`src/rtl/ctrl_pkg.sv`:
```
// rtl/ctrl_pkg.sv - opcode, instruction-class and state encodings for ctrl_sequencer_p
package ctrl_pkg;

  localparam logic [4:0] OP_LD = 5'b00000, OP_LDI = 5'b00001, OP_ST = 5'b00010,
    OP_ADD = 5'b00011, OP_SUB = 5'b00100, OP_SHR = 5'b00101, OP_SHL = 5'b00110,
    OP_ROR = 5'b00111, OP_ROL = 5'b01000, OP_AND = 5'b01001, OP_OR = 5'b01010,
    OP_ADDI = 5'b01011, OP_ANDI = 5'b01100, OP_ORI = 5'b01101, OP_MUL = 5'b01110,
    OP_DIV = 5'b01111, OP_NEG = 5'b10000, OP_NOT = 5'b10001, OP_BR = 5'b10010,
    OP_JR = 5'b10011, OP_JAL = 5'b10100, OP_IN = 5'b10101, OP_OUT = 5'b10110,
    OP_MFHI = 5'b10111, OP_MFLO = 5'b11000, OP_NOP = 5'b11001, OP_HALT = 5'b11010;

  typedef enum logic [4:0] {
    C_ALU, C_MULDIV, C_UNARY, C_IMM, C_LDI, C_LD, C_ST, C_BR, C_JR, C_JAL,
    C_MFHI, C_MFLO, C_IN, C_OUT, C_NOP, C_HALT, C_ILL
  } cls_t;

  // Execute states are {class, step}; fetch and run-control states use class 5'h1F.
  typedef enum logic [7:0] {
    S_ALU_E3 = 8'h03, S_ALU_E4 = 8'h04, S_ALU_E5 = 8'h05,
    S_MD_E3 = 8'h0B, S_MD_E4 = 8'h0C, S_MD_E5 = 8'h0D, S_MD_E6 = 8'h0E,
    S_UN_E3 = 8'h13, S_UN_E4 = 8'h14,
    S_IMM_E3 = 8'h1B, S_IMM_E4 = 8'h1C, S_IMM_E5 = 8'h1D,
    S_LDI_E3 = 8'h23, S_LDI_E4 = 8'h24, S_LDI_E5 = 8'h25,
    S_LD_E3 = 8'h2B, S_LD_E4 = 8'h2C, S_LD_E5 = 8'h2D, S_LD_E6 = 8'h2E, S_LD_E7 = 8'h2F,
    S_ST_E3 = 8'h33, S_ST_E4 = 8'h34, S_ST_E5 = 8'h35, S_ST_E6 = 8'h36, S_ST_E7 = 8'h37,
    S_BR_E3 = 8'h3B, S_BR_E4 = 8'h3C, S_BR_E5 = 8'h3D, S_BR_E6 = 8'h3E,
    S_JR_E3 = 8'h43, S_JAL_E3 = 8'h4B, S_JAL_E4 = 8'h4C,
    S_MFHI_E3 = 8'h53, S_MFLO_E3 = 8'h5B, S_IN_E3 = 8'h63, S_OUT_E3 = 8'h6B,
    S_NOP_E3 = 8'h73,
    S_RST = 8'hF8, S_F0 = 8'hF9, S_F1 = 8'hFA, S_F2 = 8'hFB,
    S_DEC = 8'hFC, S_HALTED = 8'hFD, S_PAUSE = 8'hFE, S_TRAP = 8'hFF
  } state_t;

  function automatic logic [2:0] last_step(input logic [4:0] c);
    case (c)
      C_LD, C_ST:          last_step = 3'd7;
      C_MULDIV, C_BR:      last_step = 3'd6;
      C_ALU, C_IMM, C_LDI: last_step = 3'd5;
      C_UNARY, C_JAL:      last_step = 3'd4;
      default:             last_step = 3'd3;
    endcase
  endfunction

endpackage

```
`src/rtl/ctrl_op_decode.sv`:
```
// rtl/ctrl_op_decode.sv - combinational opcode to instruction-class map
module ctrl_op_decode
  import ctrl_pkg::*;
#(
  parameter int OPC_W = 5
) (
  input  logic [OPC_W-1:0] opc_i,
  output cls_t             cls_o
);

  always_comb begin
    cls_o = C_ILL;
    case (opc_i)
      OPC_W'(OP_ADD), OPC_W'(OP_SUB), OPC_W'(OP_SHR), OPC_W'(OP_SHL),
      OPC_W'(OP_ROR), OPC_W'(OP_ROL), OPC_W'(OP_AND), OPC_W'(OP_OR): cls_o = C_ALU;
      OPC_W'(OP_MUL), OPC_W'(OP_DIV):                   cls_o = C_MULDIV;
      OPC_W'(OP_NEG), OPC_W'(OP_NOT):                   cls_o = C_UNARY;
      OPC_W'(OP_ADDI), OPC_W'(OP_ANDI), OPC_W'(OP_ORI): cls_o = C_IMM;
      OPC_W'(OP_LDI):  cls_o = C_LDI;
      OPC_W'(OP_LD):   cls_o = C_LD;
      OPC_W'(OP_ST):   cls_o = C_ST;
      OPC_W'(OP_BR):   cls_o = C_BR;
      OPC_W'(OP_JR):   cls_o = C_JR;
      OPC_W'(OP_JAL):  cls_o = C_JAL;
      OPC_W'(OP_MFHI): cls_o = C_MFHI;
      OPC_W'(OP_MFLO): cls_o = C_MFLO;
      OPC_W'(OP_IN):   cls_o = C_IN;
      OPC_W'(OP_OUT):  cls_o = C_OUT;
      OPC_W'(OP_NOP):  cls_o = C_NOP;
      OPC_W'(OP_HALT): cls_o = C_HALT;
      default:         cls_o = C_ILL;
    endcase
  end

endmodule

```
`src/rtl/ctrl_sequencer_p.sv`:
```
// rtl/ctrl_sequencer_p.sv - multicycle control sequencer with memory handshake,
// run control and illegal-opcode / bus-timeout traps
module ctrl_sequencer_p
  import ctrl_pkg::*;
#(
  parameter int IR_W     = 32,
  parameter int OPC_W    = 5,
  parameter int NUM_REGS = 16,
  parameter int LINK_REG = 14,
  parameter int MEM_HS   = 1,
  parameter int TIMEOUT  = 255
) (
  input  logic                Clock,
  input  logic                Reset,
  input  logic [IR_W-1:0]     IR,
  input  logic                CON,
  input  logic                Mem_ready,
  input  logic                Stop,
  input  logic                Start,
  input  logic                Step_mode,
  output logic                PCout, ZHighout, ZLowout, MDRout, MARin, PCin, MDRin,
  output logic                IRin, Yin, IncPC, MDR_read, HIin, LOin, HIout, LOout,
  output logic                ZHighIn, ZLowIn, Cout, RAM_write, Gra, Grb, Grc, Rin,
  output logic                Rout, BAout, CONin, OutPortin, InPortout,
  output logic [NUM_REGS-1:0] R_link_in,
  output logic                Run,
  output logic                Illegal,
  output logic                Bus_err
);

  localparam int CNT_W = (TIMEOUT > 1) ? $clog2(TIMEOUT + 1) : 1;

  state_t           state_q, state_d;
  logic [CNT_W-1:0] wcnt_q, wcnt_d;
  logic             stop_q, stop_d, ill_q, ill_d, berr_q, berr_d;
  logic             is_exec, is_wait, done, tmo, last;
  logic             ir_unused;
  cls_t             dec_cls;

  ctrl_op_decode #(.OPC_W(OPC_W)) u_op_decode (
    .opc_i (IR[IR_W-1 -: OPC_W]),
    .cls_o (dec_cls)
  );

  assign ir_unused = ^IR[IR_W-OPC_W-1:0];

  always_ff @(posedge Clock or posedge Reset) begin
    if (Reset) begin
      state_q <= S_RST;
      wcnt_q  <= '0;
      stop_q  <= 1'b0;
      ill_q   <= 1'b0;
      berr_q  <= 1'b0;
    end else begin
      state_q <= state_d;
      wcnt_q  <= wcnt_d;
      stop_q  <= stop_d;
      ill_q   <= ill_d;
      berr_q  <= berr_d;
    end
  end

  assign is_exec = (state_q[7:3] != 5'h1F);
  assign is_wait = state_q inside {S_F1, S_LD_E6, S_ST_E7};
  assign done    = !is_wait || (MEM_HS == 0) || Mem_ready;
  // Expiry on the last allowed cycle, so a ready seen on that same cycle still wins.
  assign tmo     = is_wait && (MEM_HS != 0) && !Mem_ready && (TIMEOUT != 0) &&
                   (wcnt_q == CNT_W'(TIMEOUT - 1));
  assign last    = is_exec && (state_q[2:0] == last_step(state_q[7:3]));

  always_comb begin
    state_d = state_q;
    wcnt_d  = '0;
    stop_d  = stop_q | Stop;
    ill_d   = ill_q;
    berr_d  = berr_q;
    case (state_q)
      S_RST: begin
        state_d = S_F0;
        stop_d  = 1'b0;
      end
      S_DEC: begin
        if (dec_cls == C_HALT) begin
          state_d = S_HALTED;
          stop_d  = 1'b0;
        end else if (dec_cls == C_ILL) begin
          state_d = S_TRAP;
          ill_d   = 1'b1;
        end else begin
          state_d = state_t'({dec_cls, 3'd3});
        end
      end
      S_HALTED: begin
        stop_d = 1'b0;
        if (Start && !Stop) state_d = S_F0;
      end
      S_PAUSE: begin
        stop_d = 1'b0;
        if (Start) state_d = S_F0;
      end
      S_TRAP: stop_d = 1'b0;
      default: begin
        // Fetch and execute chains both advance by incrementing the state code.
        if (tmo) begin
          state_d = S_TRAP;
          berr_d  = 1'b1;
        end else if (!done) begin
          wcnt_d = wcnt_q + 1'b1;
        end else if (last) begin
          stop_d  = 1'b0;
          state_d = (stop_q || Stop) ? S_HALTED : (Step_mode ? S_PAUSE : S_F0);
        end else begin
          state_d = state_t'(state_q + 8'd1);
        end
      end
    endcase
  end

  assign Run     = !(state_q inside {S_RST, S_HALTED, S_PAUSE, S_TRAP});
  assign Illegal = ill_q;
  assign Bus_err = berr_q;

  always_comb begin
    {PCout, ZHighout, ZLowout, MDRout, MARin, PCin, MDRin, IRin, Yin, IncPC,
     MDR_read, HIin, LOin, HIout, LOout, ZHighIn, ZLowIn, Cout, RAM_write,
     Gra, Grb, Grc, Rin, Rout, BAout, CONin, OutPortin, InPortout} = 28'd0;
    R_link_in = '0;
    case (state_q)
      S_F0:                           begin PCout = 1'b1; MARin = 1'b1; end
      S_F1, S_LD_E6:                  begin MDR_read = 1'b1; MDRin = 1'b1; end
      S_F2:                           begin MDRout = 1'b1; IRin = 1'b1; IncPC = 1'b1; PCin = 1'b1; end
      S_ALU_E3, S_MD_E3, S_IMM_E3:    begin Grb = 1'b1; Rout = 1'b1; Yin = 1'b1; end
      S_LDI_E3, S_LD_E3, S_ST_E3:     begin Grb = 1'b1; BAout = 1'b1; Yin = 1'b1; end
      S_ALU_E4, S_MD_E4:              begin Grc = 1'b1; Rout = 1'b1; ZHighIn = 1'b1; ZLowIn = 1'b1; end
      S_UN_E3:                        begin Grb = 1'b1; Rout = 1'b1; ZHighIn = 1'b1; ZLowIn = 1'b1; end
      S_IMM_E4, S_LDI_E4, S_LD_E4, S_ST_E4, S_BR_E5:
                                      begin Cout = 1'b1; ZHighIn = 1'b1; ZLowIn = 1'b1; end
      S_ALU_E5, S_IMM_E5, S_LDI_E5, S_UN_E4:
                                      begin ZLowout = 1'b1; Gra = 1'b1; Rin = 1'b1; end
      S_MD_E5:                        begin ZLowout = 1'b1; LOin = 1'b1; end
      S_MD_E6:                        begin ZHighout = 1'b1; HIin = 1'b1; end
      S_LD_E5, S_ST_E5:               begin ZLowout = 1'b1; MARin = 1'b1; end
      S_LD_E7:                        begin MDRout = 1'b1; Gra = 1'b1; Rin = 1'b1; end
      S_ST_E6:                        begin Gra = 1'b1; Rout = 1'b1; MDRin = 1'b1; end
      S_ST_E7:                        begin MDRout = 1'b1; RAM_write = 1'b1; end
      S_BR_E3:                        begin Gra = 1'b1; Rout = 1'b1; CONin = 1'b1; end
      S_BR_E4:                        begin PCout = 1'b1; Yin = 1'b1; end
      S_BR_E6:                        begin ZLowout = CON; PCin = CON; end
      S_JR_E3, S_JAL_E4:              begin Gra = 1'b1; Rout = 1'b1; PCin = 1'b1; end
      S_JAL_E3:                       begin PCout = 1'b1; R_link_in[LINK_REG] = 1'b1; end
      S_MFHI_E3:                      begin Gra = 1'b1; Rin = 1'b1; HIout = 1'b1; end
      S_MFLO_E3:                      begin Gra = 1'b1; Rin = 1'b1; LOout = 1'b1; end
      S_IN_E3:                        begin Gra = 1'b1; Rin = 1'b1; InPortout = 1'b1; end
      S_OUT_E3:                       begin Gra = 1'b1; Rout = 1'b1; OutPortin = 1'b1; end
      default: ;
    endcase
  end

endmodule

```
`config.mk`:
```
export PLATFORM = sky130hd
export DESIGN_NAME = ctrl_sequencer_p
export DESIGN_NICKNAME = d
export VERILOG_FILES = /design/src/rtl/ctrl_pkg.sv /design/src/rtl/ctrl_op_decode.sv /design/src/rtl/ctrl_sequencer_p.sv
export SDC_FILE = /design/constraint.sdc
export NUM_CORES = 1
export LEC_CHECK = 0
export CORE_ASPECT_RATIO = 0.9
export CORE_MARGIN = 3
export CORE_UTILIZATION = 40
export CTS_CLUSTER_SIZE = 16
export DETAILED_ROUTE_END_ITERATION = 10
export PLACE_DENSITY = 0.76
export SLEW_MARGIN = 20
export SYNTH_ARGS = -nofsm -noshare
export SYNTH_HDL_FRONTEND = slang
export SYNTH_HIERARCHICAL = 1
export SYNTH_SLANG_ARGS = --single-unit
```
`constraint.sdc`:
```
create_clock -name Clock -period 2.8 [get_ports Clock]
set_clock_uncertainty 0.15 [all_clocks]
set_input_delay 0.56 -clock Clock [delete_from_list [all_inputs] [get_ports Clock]]
set_output_delay 0.56 -clock Clock [all_outputs]
set_load 0.1 [all_outputs]
```
==> results of run 1 <==
[state kept, by name, indices dropped and copies added (netlist names)]
signal and cells:
stop_q 1, Illegal 1, state_q 8, Bus_err 1, wcnt_q 8
[power by group through the flow]
stage	combinational (mW)	sequential (mW)	clock, mW
5_1_grt	2.98	0.507	0.219
3_3_place_gp	2.28	0.512	0
2_1_floorplan	1.83	0.449	0
3_5_place_dp	2.33	0.516	0
4_1_cts	2.48	0.495	0.207
6_report	2.82	0.496	0.206
[worst paths after layout]
check	from	depth (start not counted)	endpoint	slack, ps
worst min-delay path	Bus_err$_DFFE_PP0P_	1	Bus_err$_DFFE_PP0P_	330
worst min register to register	Bus_err$_DFFE_PP0P_	1	Bus_err$_DFFE_PP0P_	330
worst max-delay path	state_q[2]$_DFFE_PP0P_	7	ZHighIn	50
worst max register to register	state_q[6]$_DFFE_PP1P_	7	state_q[7]$_DFFE_PP1P_	80
min in group asynchronous	Reset	2	wcnt_q[7]$_DFF_PP0_	570
max in group asynchronous	Reset	2	state_q[1]$_DFFE_PP0P_	1410
[per-layer routing]
metal  global-route usage, %  wire length [um]
met2                   36.57              3957
met4                   6.902               233
met3                   4.149               690
met1                   31.83              3527
met5                       0                 0
[final cells by class]
cell class	instances	area (um^2)
clock buffers	3	41.29
clock inverters	1	7.507
fillers	364	1505
inverters	15	70.07
multi-input cells	253	2044
flip-flops and latches	19	489.2
well taps	67	83.83
repair buffers	108	1232
[cell usage in the layout, fill, tap and decap left out, drive strengths merged, types with 8 or more instances in the layout]
cell / instances
o21ai: 16
nand3: 13
nor3: 9
inv: 14
ha: 12
dfrtp: 14
nor4: 8
a21oi: 10
nor2: 40
nand2: 28
conb: 15
buf: 98
[cells by family after synthesis]
logic type	count (synthesis)	share of synthesized area (%)
AOI/OAI and AO/OA	71	22.18
xor gates and xnor gates	11	4.065
adders and majority gates	12	6.336
buffers and inverters	56	13.15
DFF	19	20.33
muxes	6	2.640
other	1	0.1582
and+or+nand+nor	138	31.15
[worst reg2reg max path, cell delays in order, from the launching register on]
cell and delay, ps:
dfstp_2 400, buf_4 160, or3b_4 380, or4_4 480, a211oi_4 510, nor3b_4 120, nor3_1 380, nor3_2 70
[repair_timing]
| item | CTS | global route |
|---|---|---|
| setup endpoints to repair | 19 | 23 |
| hold buffers | 0 | 0 |
| gates cloned | 0 | 1 |
| buffers inserted | 10 | 17 |
| hold endpoints to repair | 0 | 0 |
| resized for setup | 18 | 42 |
| pin swaps | 4 | 14 |
==> qor_table.md, run 1 <==
| Metric | This run |
|---|---|
| Wire length of the first global-routing pass | 12840 um |
| Dominant delay contributor by cell family on the critical path | compound AO/OA/AOI/OAI gates |
| Number of antenna violations at the first check in global routing | 0 |
| I/O Buffers | 43 |
| Core box area | 5474 um^2 |
| Vias in the first global route | 2621 |
| Post-CTS clock slew at the launch and capture registers of the worst setup and hold paths | 80 ps |
| Critical path buffers and inverters | 3 |
| Average routed wire per standard cell | 18.04 um |
| Fin Hold WS | 333.8 ps |
| Yosys top cell area share | 14.78% |
| Final core area utilization | 72.50% |
| Clock latency at the later pin of the worst-skew pair | 270 ps |
| Post-layout min period | 2747 ps |
| Initial Utilization | 43.29% |
| Cells traversed along the worst timing path | buf_6, inv_2, nand2_2, nor2_4, a21oi_1, o32ai_4, buf_12 |
| Area after detailed placement | 3537 um^2 |
| Placed wire-length estimate after detailed placement | 5636 um |
| Rel. slew slack | 49.84% |
| Pre-CTS worst setup slack | -551.7 ps |
| Die height | 79.02 um |
| CTS tree | done |
| Transition time at the pin with the least slew margin | 751.6 ps |
| Worst Slack Setup Final | 52.64 ps |
| Reg power frac | 14.1% |
| Die Width | 87.14 um |
| Leakage power figure | 1.691 nW |
| Type of element launching the critical path | flip-flop |
| CTS sink cnt | 19 |
| Timing-limited maximum frequency | 0.3640 GHz |
| Post-Route WL | 8408 um |
| Count of flip-flops with a built-in enable after synthesis | 0 |
| Setup violations, final | 0 |
| Run status | completed |
| Distinct cell type count of the synthesized netlist | 68 |
| CTS HTree Levels | 1 |
| Cell area after technology mapping | 2370 um^2 |
| Inst Count DP | 435 |
| Fin Setup TNS | 0 ps |
| Mean instance size in the synthesized netlist | 7.547 um^2 |
| Most numerous cell in the Yosys netlist | nor2_1 |
| Post-layout instance area | 3969 um^2 |
| Count of antenna diodes in the layout | 0 |
| Std cell rows | 25 |
| Post-synth top area cell | dfrtp_1 |
| Highest ir drop seen on vdd | 663.9 uV |
| Grt total ovfl | 0 |
| Signal arrival time at the worst endpoint | 2040 ps |
| DRC violations left | 0 |
| Count of mapped cells out of synthesis | 314 |
| #FFs+latches synth | 19 |
| Total Power Consumption | 3.521 mW |
| Share of flip-flops with an asynchronous set or reset | 100.0% |
| Maximum number of pins on one net before global-route repair | 21 |
| Proportion of synthesized chip area in sequential cells | 20.33% |
| DRT Pass-1 Iters | 5 |
| Max-slew violation count | 0 |
| Vias | 2764 |
| Cell with the largest stage delay on the worst path | dfrtp_2 |
| Clk pwr share | 5.8% |
| Total internal power | 1.597 mW |
| Die Area | 6885 um^2 |
| Bufs on Longest Clock Path | 2 |
| Share of the cycle needed by the critical path after routing | 98.12% |
| Proportion of layout cells with a drive suffix above 1 | 46.62% |
| Kind of end point of the critical path | output port |
| Combinational share of power | 80.1% |
| Commonest cells post-synth | nor2_1, nand2_1, buf_4 |
| Endpoints failing hold | 0 |
| Class of the tightest hold or removal check | flip-flop to flip-flop |
| Count of max-cap constraint violations | 0 |
| Gp weighted congestion | 0.9065 |
| Number of warnings reported in the yosys synthesis log | 6 |
| Overall routing resource usage | 23.07% |
| Boundary Pins | 86 |
| Starting DRT DRC Count | 355 |
| Cell Pwr Density | 887.1 nW/um^2 |
| Top fanout value on the critical path | 17 |
| Data required time at the worst endpoint | 2090 ps |
| Ranking of synthesized cells by area | dfrtp_1, ha_1, nor2_1 |
| Largest stage delay on the critical path | 460 ps |
| Net Sw Power | 1.924 mW |
| Leading register cell type out of synthesis | dfrtp_1 |
| Post-detailed-route count of antenna-violating nets | 0 |
| Critical Setup Path Class | flip-flop to output port |
| Non-filler cells, final | 466 |
| Layout Nets | 451 |
| TritonCTS buffer count | 3 |
| Master cell of the clock root buffer | clkbuf_8 |
| Switching power as a share of total power | 54.65% |
| Vias per cell | 5.931 |
| Layout-stage area growth over the synthesis result | 67.48% |
(Power assumes the default switching activity.)
==> inputs of run 2 (changes only) <==
Settings changed: RECOVER_POWER from default to 25.
==> run 2 against run 1 <==
- sequential cell count unchanged
- combinational power about the same
- critical path depth unchanged
- non-clock buffer count unchanged
- setup slack unchanged
- clock-buffer cell count unchanged
- sequential share of layout area unchanged
==> qor_table.md, run 2 (same netlist as run 1, synthesis figures left out) <==
| Metric | This run |
|---|---|
| Run status | completed |
| Wire length on met2 | 3957 um |
| Count of max-cap constraint violations | 0 |
| Pre-CTS worst setup slack | -551.7 ps |
| Origin of the worst setup path | state_q[2]$_DFFE_PP0P_ |
| Layout Nets | 451 |
| Wire length of the first global-routing pass | 12840 um |
| Routed metal-1 wirelength | 3526 um |
| CTS tree | done |
| Maximum number of pins on one net before global-route repair | 21 |
| I/O Buffers | 43 |
| Hold Startpoint | Bus_err$_DFFE_PP0P_ |
| Highest ir drop seen on vdd | 663.9 uV |
| TritonCTS buffer count | 3 |
| DRT Pass-1 Iters | 5 |
| Non-filler cells, final | 466 |
| Layout-stage area growth over the synthesis result | 67.48% |
| DRC violations left | 0 |
| Gp weighted congestion | 0.9065 |
| Vias | 2764 |
| Count of antenna diodes in the layout | 0 |
| Registers with the highest flip-flop counts | state_q x8, wcnt_q x8 |
| Std cell rows | 25 |
| Die Area | 6885 um^2 |
| Worst Slack Setup Final | 52.64 ps |
| Vias in the first global route | 2621 |
| Timing-limited maximum frequency | 0.3640 GHz |
| Post-layout instance area | 3969 um^2 |
| Data required time at the worst endpoint | 2090 ps |
| Max-slew violation count | 0 |
| Critical Setup Path Class | flip-flop to output port |
| RR Startpoint | state_q[6]$_DFFE_PP1P_ |
| Post-Route WL | 8408 um |
| Clock latency at the later pin of the worst-skew pair | 270 ps |
| Placed wire-length estimate after detailed placement | 5636 um |
| Most frequent cells in the layout | buf_4, nor2_1, buf_12, nand2_1, conb_1 |
| Met3 routed WL | 690 um |
| Fin Setup TNS | 0 ps |
| Class of the tightest hold or removal check | flip-flop to flip-flop |
| Post-detailed-route count of antenna-violating nets | 0 |
| Inst Count DP | 435 |
| Signal arrival time at the worst endpoint | 2040 ps |
| Cell Pwr Density | 887.0 nW/um^2 |
| Master cell of the clock root buffer | clkbuf_8 |
| Die Width | 87.14 um |
| CTS HTree Levels | 1 |
| Overall routing resource usage | 23.07% |
| Area after detailed placement | 3537 um^2 |
| CTS sink cnt | 19 |
| Core box area | 5474 um^2 |
| Kind of end point of the critical path | output port |
| Average routed wire per standard cell | 18.04 um |
| Vias per cell | 5.931 |
| Bufs on Longest Clock Path | 2 |
| Total Power Consumption | 3.520 mW |
| Most common cell after layout, fill and taps aside | buf_4 |
| Initial Utilization | 43.29% |
| Number of inserted filler cells in the final layout | 364 |
| Post-CTS clock slew at the launch and capture registers of the worst setup and hold paths | 80 ps |
| Transition time at the pin with the least slew margin | 751.8 ps |
| Endpoints failing hold | 0 |
| Boundary Pins | 86 |
| Share of the cycle needed by the critical path after routing | 98.12% |
| Die height | 79.02 um |
| Setup violations, final | 0 |
| Post-layout min period | 2747 ps |
| Rel. slew slack | 49.83% |
| Starting DRT DRC Count | 355 |
| Top fanout value on the critical path | 17 |
| Proportion of layout cells with a drive suffix above 1 | 46.62% |
| Leakage power figure | 1.692 nW |
| Type of element launching the critical path | flip-flop |
| Grt total ovfl | 0 |
| Hold-fix buffers, CTS | 0 |
| Number of antenna violations at the first check in global routing | 0 |
| Uppermost layer routed | met4 |
run 2: cell count changes in the layout (fill, tap and decap cells not counted), sizes merged:
cell / before / now
clkdlybuf4s50: 7 / 6
dlygate4sd3: 0 / 1
run 2: worst paths after layout:
kind / cells after the start / slack, ps / endpoint
worst max-delay path: 7 / 50 / ZHighIn
worst min-delay path: 1 / 330 / Bus_err$_DFFE_PP0P_
worst max register to register: 7 / 80 / state_q[7]$_DFFE_PP1P_
worst min register to register: 1 / 330 / Bus_err$_DFFE_PP0P_
max in group asynchronous: 2 / 1270 / state_q[1]$_DFFE_PP0P_
min in group asynchronous: 2 / 710 / wcnt_q[7]$_DFF_PP0_
run 2: worst max-delay path, cell delays in order (launching register included):
cell,delay (ps)
dfrtp_2,460
buf_6,180
inv_2,110
nand2_2,90
nor2_4,170
a21oi_1,130
o32ai_4,400
buf_12,220
run 2: cell type report:
cell class / count / area, um^2 / area share, %
Inverter: 15 / 70.07 / 1.765
Tap cell: 67 / 83.83 / 2.112
Clock inverter: 1 / 7.507 / 0.1892
Sequential cell: 19 / 489.2 / 12.33
Clock buffer: 3 / 41.29 / 1.040
Timing Repair Buffer: 108 / 1232 / 31.05
Multi-Input combinational cell: 253 / 2044 / 51.51
run 2: timing repair:
action,in CTS,in global routing
gates cloned,0,1
pin swaps,4,14
endpoints found under the setup margin,19,23
resized for setup,18,42
buffers inserted,10,17
hold endpoints to repair,0,0
run 2: through the flow:
| step | utilization (%) | hold slack, ps |
|---|---|---|
| after global routing | 72.50 | 347.6 |
| after global placement | 64.62 | 301.1 |
| after CTS | 67.98 | 331.2 |
| final | 72.50 | 333.8 |
| after floorplan | - | 313.3 |
| after detailed placement | 64.62 | 308.1 |
run 2: layer usage:
layer / vias up / GRT usage [%]
met5: - / 0
met4: 0 / 6.902
met3: 30 / 4.149
met2: 159 / 36.57
met1: 1290 / 31.83
li1: 1285 / -
run 2: report_power, final:
| part | internal [mW] | switching [mW] | leakage [nW] | total [mW] |
|---|---|---|---|---|
| Combinational | 1.11 | 1.71 | 1.44 | 2.82 |
| Sequential | 0.383 | 0.114 | 0.235 | 0.496 |
| Clock | 0.101 | 0.105 | 0.0217 | 0.206 |
| Total | 1.60 | 1.92 | 1.69 | 3.52 |
==> inputs of run 3 (changes only) <==
Settings changed: PLACE_DENSITY 0.76 to 0.84.
==> run 3 against run 2 <==
- via count shrank 0.76%
- sequential share of layout area grew 0.47 points
- worst hold slack lost 8.8 ps
- clock power shrank 3%
- die area is the same
- total power shrank 3.6%
- non-clock buffer count shrank 13
- largest cell class unchanged
==> qor_table.md, run 3 (same netlist as run 1, synthesis figures left out) <==
| Metric | This run |
|---|---|
| Setup violations, final | 0 |
| Total Power Consumption | 3.395 mW |
| Bufs on Longest Clock Path | 2 |
| Endpoints failing hold | 0 |
| Number of antenna violations at the first check in global routing | 0 |
| Post-Route WL | 7974 um |
| Final core area utilization | 69.51% |
| Net Sw Power | 1.884 mW |
| Proportion of layout cells with a drive suffix above 1 | 41.97% |
| Register area | 486.7 um^2 |
| Top fanout value on the critical path | 9 |
| Setup repair after global routing missed its margin | true |
| Registers with the highest flip-flop counts | state_q x8, wcnt_q x8 |
| Area after detailed placement | 3517 um^2 |
| Average routed wire per standard cell | 17.60 um |
| Number of inserted filler cells in the final layout | 357 |
| Cells traversed along the worst timing path | buf_4, ha_1, inv_1, o21a_1, o311ai_0, nor4_1, buf_4, buf_4, nor4_1, nor3_2 |
| Share of the cycle needed by the critical path after routing | 99.45% |
| Switching power as a share of total power | 55.50% |
| Leakage power figure | 1.637 nW |
| Critical Setup Path Class | flip-flop to flip-flop |
| CTS sink cnt | 19 |
| I/O Buffers | 43 |
| Die Width | 87.14 um |
| Uppermost layer routed | met4 |
| Die Area | 6885 um^2 |
| Post-layout instance area | 3805 um^2 |
| Min-Delay Path Depth | 1 |
| RR Startpoint | state_q[3]$_DFFE_PP1P_ |
| Run status | completed |
| Data required time at the worst endpoint | 2830 ps |
| DRC violations left | 0 |
| Transition time at the pin with the least slew margin | 743.4 ps |
| Starting DRT DRC Count | 352 |
| Post-CTS clock slew at the launch and capture registers of the worst setup and hold paths | 80 ps |
| Wire length on met2 | 3999 um |
| Vias per cell | 6.055 |
| Core box area | 5474 um^2 |
| Pre-CTS worst setup slack | -582.5 ps |
| Worst R2R Setup Slack | 20 ps |
| Wire length of the first global-routing pass | 12240 um |
| Clock latency at the later pin of the worst-skew pair | 260 ps |
| Non-filler cells, final | 453 |
| Worst r2r dst | state_q[7]$_DFFE_PP1P_ |
| Die height | 79.02 um |
| Std cell rows | 25 |
| Boundary Pins | 86 |
| Highest ir drop seen on vdd | 673.2 uV |
| Worst Slack Setup Final | 15.34 ps |
| Most frequent cell on the critical path | buf_4 |
| Clk pwr share | 5.9% |
| Max-slew violation count | 0 |
| Signal arrival time at the worst endpoint | 2810 ps |
| Timing-limited maximum frequency | 0.3591 GHz |
| Inst Count DP | 434 |
| Rel. slew slack | 50.39% |
| Critical path buffers and inverters | 4 |
| Initial Utilization | 43.29% |
| Total internal power | 1.511 mW |
| Post-detailed-route count of antenna-violating nets | 0 |
| Area occupied by multi-input gates | 1998 um^2 |
| Layout Nets | 438 |
| Dominant delay contributor by cell family on the critical path | simple AND/OR/NAND/NOR gates |
| Most common cell after layout, fill and taps aside | buf_4 |
| Grt total ovfl | 0 |
| Hold-fix buffers, CTS | 0 |
| Routed metal-1 wirelength | 3127 um |
| CTS tree | done |
| Gp weighted congestion | 0.9161 |
| Hold Startpoint | Illegal$_DFFE_PP0P_ |
| Count of antenna diodes in the layout | 0 |
| Worst reg2reg path depth | 10 |
| Worst hold path endpoint | Illegal$_DFFE_PP0P_ |
| Overall routing resource usage | 21.45% |
| Master cell of the clock root buffer | clkbuf_8 |
| Reg power frac | 15.2% |
| Vias | 2743 |
| Cell with the largest stage delay on the worst path | dfstp_2 |
| Count of max-cap constraint violations | 0 |
| Post-layout min period | 2785 ps |
| Met3 routed WL | 699 um |
| Vias in the first global route | 2561 |
| Kind of end point of the critical path | flip-flop |
| Class of the tightest hold or removal check | flip-flop to flip-flop |
| Layout-stage area growth over the synthesis result | 60.56% |
| Placed wire-length estimate after detailed placement | 5539 um |
| Largest stage delay on the critical path | 610 ps |
| CTS HTree Levels | 1 |
| Maximum number of pins on one net before global-route repair | 20 |
| Combinational share of power | 78.8% |
| Type of element launching the critical path | flip-flop |
| TritonCTS buffer count | 3 |
| DRT Pass-1 Iters | 5 |
| Cell Pwr Density | 892.3 nW/um^2 |
| Most frequent cells in the layout | buf_4, nor2_1, buf_12, nand2_1, conb_1 |
run 3: changes by cell type in the layout (fill, tap and decap cells not counted), moves of 2 or more:
cell | previous run | this run
dfrtp_2 | 3 | 1
ha_4 | 4 | 2
inv_1 | 7 | 10
dfrtp_1 | 11 | 13
ha_2 | 2 | 4
inv_2 | 4 | 2
buf_4 | 62 | 50
run 3: layer usage:
| layer | vias up | track usage, % |
|---|---|---|
| met4 | 0 | 2.301 |
| met2 | 179 | 36.42 |
| li1 | 1249 | - |
| met1 | 1292 | 29.25 |
| met5 | - | 0 |
| met3 | 23 | 3.942 |
run 3: area by class of cell:
class	instances	share of cell area [%]
well taps	67	2.203
clock buffers	3	1.085
multi-input cells	253	52.52
flip-flops and latches	19	12.79
clock inverters	1	0.1973
inverters	15	1.776
repair buffers	95	29.43
run 3: power by group through the flow:
stage | clock, mW | combinational (mW) | sequential [mW]
CTS | 0.202 | 2.41 | 0.498
global route | 0.211 | 2.82 | 0.528
finish | 0.200 | 2.68 | 0.518
global placement | 0 | 2.23 | 0.517
detailed placement | 0 | 2.29 | 0.525
floorplan | 0 | 1.83 | 0.449
run 3: per-stage QoR:
step	hold slack (ps)	setup TNS, ps
final	325.0	0
after global routing	340.4	-235.1
after CTS	331.5	0
after detailed placement	309.8	-3570
after global placement	303.4	-3131
after floorplan	313.3	-2134
run 3: what timing repair did:
item / CTS / global route
resized for setup: 18 / 24
gates cloned: 0 / 1
buffers inserted: 6 / 8
setup endpoints to repair: 18 / 19
pin swaps: 10 / 8
run 3: how the worst max path moves through the flow:
stage,startpoint,depth (start not counted),endpoint,slack [ps]
floorplan,state_q[6]$_DFFE_PP1P_,7,PCout,-590
global placement,IR[27],13,state_q[6]$_DFFE_PP1P_,-520
detailed placement,IR[27],13,state_q[6]$_DFFE_PP1P_,-580
CTS,IR[30],10,state_q[6]$_DFFE_PP1P_,7
global route,state_q[1]$_DFFE_PP0P_,8,ZLowIn,-40
finish,state_q[3]$_DFFE_PP1P_,10,state_q[7]$_DFFE_PP1P_,20
